<file path="src/rtl/div_pkg.sv">
// Shared definitions for the divide-ratio control path.
// The loader and the dual-modulus divider control logic both use these.
package div_pkg;

    localparam int unsigned DIV_WIDTH     = 8;
    localparam int unsigned DIV_MIN_RATIO = 2;

    typedef logic [DIV_WIDTH-1:0] ratio_t;

endpackage

</file>
<file path="src/rtl/ratio_shadow.sv">
// One-entry shadow buffer for a pending divide ratio.
// Requests below the minimum are clamped, and a one-cycle error pulse is raised.
module ratio_shadow
    import div_pkg::*;
#(
    parameter int unsigned WIDTH     = DIV_WIDTH,
    parameter int unsigned MIN_RATIO = DIV_MIN_RATIO
) (
    input  logic             clk,
    input  logic             rst_n,
    input  logic             wr_en,
    input  logic [WIDTH-1:0] wr_data,
    input  logic             rd_clr,
    output logic             full,
    output logic [WIDTH-1:0] rd_data,
    output logic             err_clamp
);

    localparam logic [WIDTH-1:0] MIN_W = WIDTH'(MIN_RATIO);

    logic [WIDTH-1:0] data_q, data_d;
    logic             valid_q, valid_d;
    logic             err_q, err_d;

    // The top only writes when empty and only clears when full, so both never occur together.
    always_comb begin
        data_d  = data_q;
        valid_d = valid_q;
        err_d   = 1'b0;
        if (rd_clr) begin
            valid_d = 1'b0;
        end
        if (wr_en) begin
            valid_d = 1'b1;
            err_d   = (wr_data < MIN_W);
            data_d  = (wr_data < MIN_W) ? MIN_W : wr_data;
        end
    end

    always_ff @(posedge clk or negedge rst_n) begin
        if (!rst_n) begin
            data_q  <= MIN_W;
            valid_q <= 1'b0;
            err_q   <= 1'b0;
        end else begin
            data_q  <= data_d;
            valid_q <= valid_d;
            err_q   <= err_d;
        end
    end

    assign full      = valid_q;
    assign rd_data   = data_q;
    assign err_clamp = err_q;

endmodule

</file>
<file path="src/rtl/prog_div_loader.sv">
// Programmable clock-enable divider. New ratios are staged in a shadow register
// and applied only at the terminal count, so no period is ever truncated or stretched.
module prog_div_loader
    import div_pkg::*;
#(
    parameter int unsigned WIDTH     = DIV_WIDTH,
    parameter int unsigned RST_RATIO = 4,
    parameter int unsigned MIN_RATIO = DIV_MIN_RATIO
) (
    input  logic             clk,
    input  logic             rst_n,
    input  logic             in_valid,
    input  logic [WIDTH-1:0] in_ratio,
    output logic             in_ready,
    output logic             div_pulse,
    output logic             div_out,
    output logic [WIDTH-1:0] active_ratio,
    output logic             load_pulse,
    output logic             err_clamp
);

    localparam logic [WIDTH-1:0] RST_W = WIDTH'(RST_RATIO);
    localparam logic [WIDTH-1:0] ONE_W = WIDTH'(1);

    logic [WIDTH-1:0] cnt_q, cnt_d;
    logic [WIDTH-1:0] active_q, active_d;
    logic             div_pulse_q, div_pulse_d;
    logic             div_out_q, div_out_d;
    logic             load_pulse_q, load_pulse_d;

    logic             tc;
    logic             shadow_full;
    logic             shadow_apply;
    logic [WIDTH-1:0] shadow_data;

    assign tc           = (cnt_q == '0);
    assign shadow_apply = tc && shadow_full;

    ratio_shadow #(
        .WIDTH     (WIDTH),
        .MIN_RATIO (MIN_RATIO)
    ) u_shadow (
        .clk       (clk),
        .rst_n     (rst_n),
        .wr_en     (in_valid && !shadow_full),
        .wr_data   (in_ratio),
        .rd_clr    (shadow_apply),
        .full      (shadow_full),
        .rd_data   (shadow_data),
        .err_clamp (err_clamp)
    );

    // Output flops are fed from next-state values so they line up with cnt_q.
    always_comb begin
        active_d     = active_q;
        cnt_d        = cnt_q - ONE_W;
        load_pulse_d = 1'b0;
        if (tc) begin
            if (shadow_full) begin
                active_d     = shadow_data;
                cnt_d        = shadow_data - ONE_W;
                load_pulse_d = 1'b1;
            end else begin
                cnt_d = active_q - ONE_W;
            end
        end
        div_pulse_d = (cnt_d == '0);
        div_out_d   = (cnt_d >= (active_d >> 1));
    end

    always_ff @(posedge clk or negedge rst_n) begin
        if (!rst_n) begin
            cnt_q        <= RST_W - ONE_W;
            active_q     <= RST_W;
            div_pulse_q  <= 1'b0;
            div_out_q    <= 1'b1;
            load_pulse_q <= 1'b0;
        end else begin
            cnt_q        <= cnt_d;
            active_q     <= active_d;
            div_pulse_q  <= div_pulse_d;
            div_out_q    <= div_out_d;
            load_pulse_q <= load_pulse_d;
        end
    end

    assign in_ready     = !shadow_full;
    assign div_pulse    = div_pulse_q;
    assign div_out      = div_out_q;
    assign active_ratio = active_q;
    assign load_pulse   = load_pulse_q;

endmodule

</file>
<file path="config.mk">
export PLATFORM = sky130hd
export DESIGN_NAME = prog_div_loader
export DESIGN_NICKNAME = d
export VERILOG_FILES = /design/src/rtl/div_pkg.sv /design/src/rtl/ratio_shadow.sv /design/src/rtl/prog_div_loader.sv
export SDC_FILE = /design/constraint.sdc
export NUM_CORES = 1
export LEC_CHECK = 0
export BUFFER_PORTS_ARGS = -buffer_cell sky130_fd_sc_hd__clkbuf_2
export CORE_MARGIN = 2
export CORE_UTILIZATION = 55
export CTS_CLUSTER_SIZE = 10
export DETAILED_ROUTE_END_ITERATION = 10
export PLACE_DENSITY_LB_ADDON = 0.1
export SYNTH_ARGS = -nofsm -noshare
export SYNTH_HDL_FRONTEND = slang
export SYNTH_SLANG_ARGS = --single-unit
</file>
<file path="constraint.sdc">
create_clock -name clk -period 3.72 [get_ports clk]
set_input_delay 0.186 -clock clk [delete_from_list [all_inputs] [get_ports clk]]
set_output_delay 0.186 -clock clk [all_outputs]
set_load 0.01 [all_outputs]
</file>
==> results.ini <==
[finish]
final_area_um2 = 1840
final_nets = 192
insertedDiodeCount = 0
utilization_of_the_core_after_routing_pct = 66.0
area_growth_pct = 13.3
post_route_cells_drive_above_1_share_pct = 35.8

[worst_setup_path]
reg2reg_depth = 11
critical_path.endpoint_type = flip-flop
criticalPathCategory = reg -> reg
r2r_setup_slk_ps = 470
cp_data_required_time_ps = 3980
crit_path_max_incr_delay_ps = 680
critical-path-slowest-cell = or4_1
worst-endpoint-arrival_ps = 3510
path_cells = or4_1 > nor3_4 > nand2_2 > mux2_2 > ha_1 > nand2b_1 > a21o_1 > a21oi_1 > nor2b_1 > o2111ai_1 > nand3_1
reg2reg_from = cnt_q[4]
critical_path_peak_fanout = 8
startpoint_type = flip-flop
regToRegEndpoint = div_out

[sta]
period_share_pct = 87.3
timing.fmax_ghz = 0.308
finalCriticalPeriod_ps = 3250
clock_skews_ps = 7.90
finalSetupViolCount = 0
fin_setup_tns_ps = 0
slew_headroom_pct = 48.1
final_max_slew_viol_count = 0
grt_setup_unrepaired = no
layout_setup_ws_ps = 471
worst_max_slew_pin_slew_ps = 776
fin_hold_ws_ps = 50.3
hold_viol_final = 0

[placement]
dp_hpwl_mm = 2.43
place_ws_ps = 466
dpl_cell_area_um2 = 1760
placement.io_buffers = 23
globalplace.congestion = 0.880

[yosys]
synth-edff-count = 0
synth_seq_area_share_pct = 45.1
netlist_area_um2 = 1620
yosysUniqueCellTypes = 39
synth_flop_cell = dfrtp_1
post_synthesis_cell_count = 146
synthesis.nets = 166
ys_async_rst_share_pct = 100
ys_ff_latch = 29
synth_area_per_cell_um2 = 11.1
synth-warning-count = 0

[grt]
global_route.peak_usage_layer = met2
met1_usage_pct = 26.8
grt_antenna_before_repair = 0
first_pass_grt_wire_length_mm = 5.34
grt_max_degree = 30
grt_overflow = 0
number_of_global_route_vias_before_repair = 1188
grt_use_total_pct = 21.3
grt_use_met2_pct = 34.5
global_route.usage.met3_pct = 6.81

[drt]
drt_wl_total_mm = 3.18
post_drt_via_cell_ratio = 5.72
ant_nets = 0
drt_pre_antenna_iters = 4
remaining_drc_errors = 0
route.vias.total = 1167
initialDrtViolationCount = 26
wl_per_cell_um = 15.6

[pwr]
static-leakage-power_nw = 0.919
p_int_w = 0.000862
power.switching_fraction_pct = 39.8
power_density_nw_per_um2 = 780
share_clk_of_total_power_pct = 15.6
power_frac_comb_pct = 43.4
power.net_switching_w = 0.000571
worst_ir_drop_vdd_mv = 0.521
seq_power_share_pct = 41.0

[die]
die_w_um = 58.3
io_pins = 24
design.core.area_um2 = 2780
start_util_pct = 58.3
dieHeight_um = 58.3
floorplan.die_area_um2 = 3400
number_of_rows_created_at_floorplan = 19

[cts]
cts.sink_count = 29
path_clk_slew_ps = 100
tritoncts = built
post_cts.resized_instances = 0
clock-root-buffer = clkbuf_4
cts_setup_buffers = 0
number_of_clock_buffers_inserted_by_tritoncts = 5
worst_skew_pair.late_latency_ps = 340
maximum_count_of_clock_buffers_along_a_single_path = 2
cts.hold.buffers_added = 1
cts_htree_levels = 2

[min_path]
min_delay_worst_endpoint = u_shadow.err_clamp
hold_depth = 2
hp-class = in -> reg
hp_start = in_ratio[4]

[job]
timing.max_cap.violations = 0

[status]
outcome = complete, no violations

## synth_stat cells, types with 3 or more instances
cell | instances | share of area (%)
dfrtp_1 | 24 | 37
mux2_2 | 14 | 9.7
inv_1 | 12 | 2.8
nor2_1 | 11 | 2.5
ha_1 | 9 | 6.9
a21oi_1 | 7 | 2.2
mux2i_1 | 7 | 4.3
dfstp_2 | 5 | 8.1
o21ai_0 | 5 | 1.5
a21o_1 | 4 | 1.9
nor4_1 | 4 | 1.5
xnor2_1 | 4 | 2.2
buf_2 | 3 | 0.93
nor2b_1 | 3 | 1.2
or3_1 | 3 | 1.2
## metal layers
layer	vias up	wire, µm
li1	580	-
met1	554	1450
met2	28	1510
met3	5	162
met4	0	53
met5	-	0
## per-stage QoR
step / total power, W / std cells
after floorplan: 0.00104 / 146
after global placement: 0.00120 / 195
after CTS: 0.00144 / 204
after detailed placement: 0.00122 / 195
after global routing: 0.00156 / 204
final: 0.00143 / 204
## cell usage in the layout, fill, tap and decap left out, drive strengths merged, types with 3 or more instances in the layout
cell type and instances:
clkbuf 30, nor2b 3, ha 9, mux2i 7, a21oi 8, nor4 6, dfstp 5, o21ai 6
nand2 3, a21o 4, or3 3, nor2 11, xnor2 4, mux2 14, dfrtp 24, inv 12
## worst max path at each step
stage | slack (ps) | startpoint | to | depth (start not counted)
global route | 170 | cnt_q[4] | div_out | 11
CTS | 440 | cnt_q[4] | div_out | 11
global placement | 520 | cnt_q[4] | div_out | 11
detailed placement | 470 | cnt_q[4] | div_out | 11
finish | 470 | cnt_q[4] | div_out | 11
floorplan | 800 | u_shadow.full | div_out | 12
## area by class of cell
type                       instances  area, µm²
sequential                        29        732
clock inverter                     1       5.00
inverter                          12       45.0
fill                             240        945
multi-input combinational         99        818
tap                               31       38.8
clock buffer                       7       65.1
timing repair buffer              25        133
## worst max-delay path: cells and delay by family, from the launching register on
family | cells | cell delay, ps
simple gates | 6 | 1590
compound gates | 3 | 510
flops | 1 | 460
mux | 1 | 340
fa+ha+maj | 1 | 260
## kinds of logic (layout without fill, tap and decap cells)
group           Yosys count  in the layout  share of synthesized area, %
compound gates           28             28                          12.7
flops                    29             29                          45.1
buf+inv                  18             45                          4.40
xor+xnor                  4              4                          2.16
mux                      21             21                          14.0
simple gates             37             37                          14.7
fa+ha+maj                 9              9                          6.94
## sequential cells by signal, indices dropped and copies added (netlist names)
signal              count
u_shadow.err_clamp      1
load_pulse              1
cnt_q                   8
active_ratio            8
div_out                 1
u_shadow.rd_data        8
div_pulse               1
u_shadow.full           1
## power groups by stage
stage / combinational (W) / sequential (W) / clock [W]
2_1_floorplan: 0.000477 / 0.000563 / 0
3_3_place_gp: 0.000612 / 0.000586 / 0
3_5_place_dp: 0.000626 / 0.000592 / 0
4_1_cts: 0.000631 / 0.000588 / 0.000223
5_1_grt: 0.000716 / 0.000610 / 0.000238
6_report: 0.000622 / 0.000588 / 0.000223
Note: power is estimated with default switching activity, not from simulation.
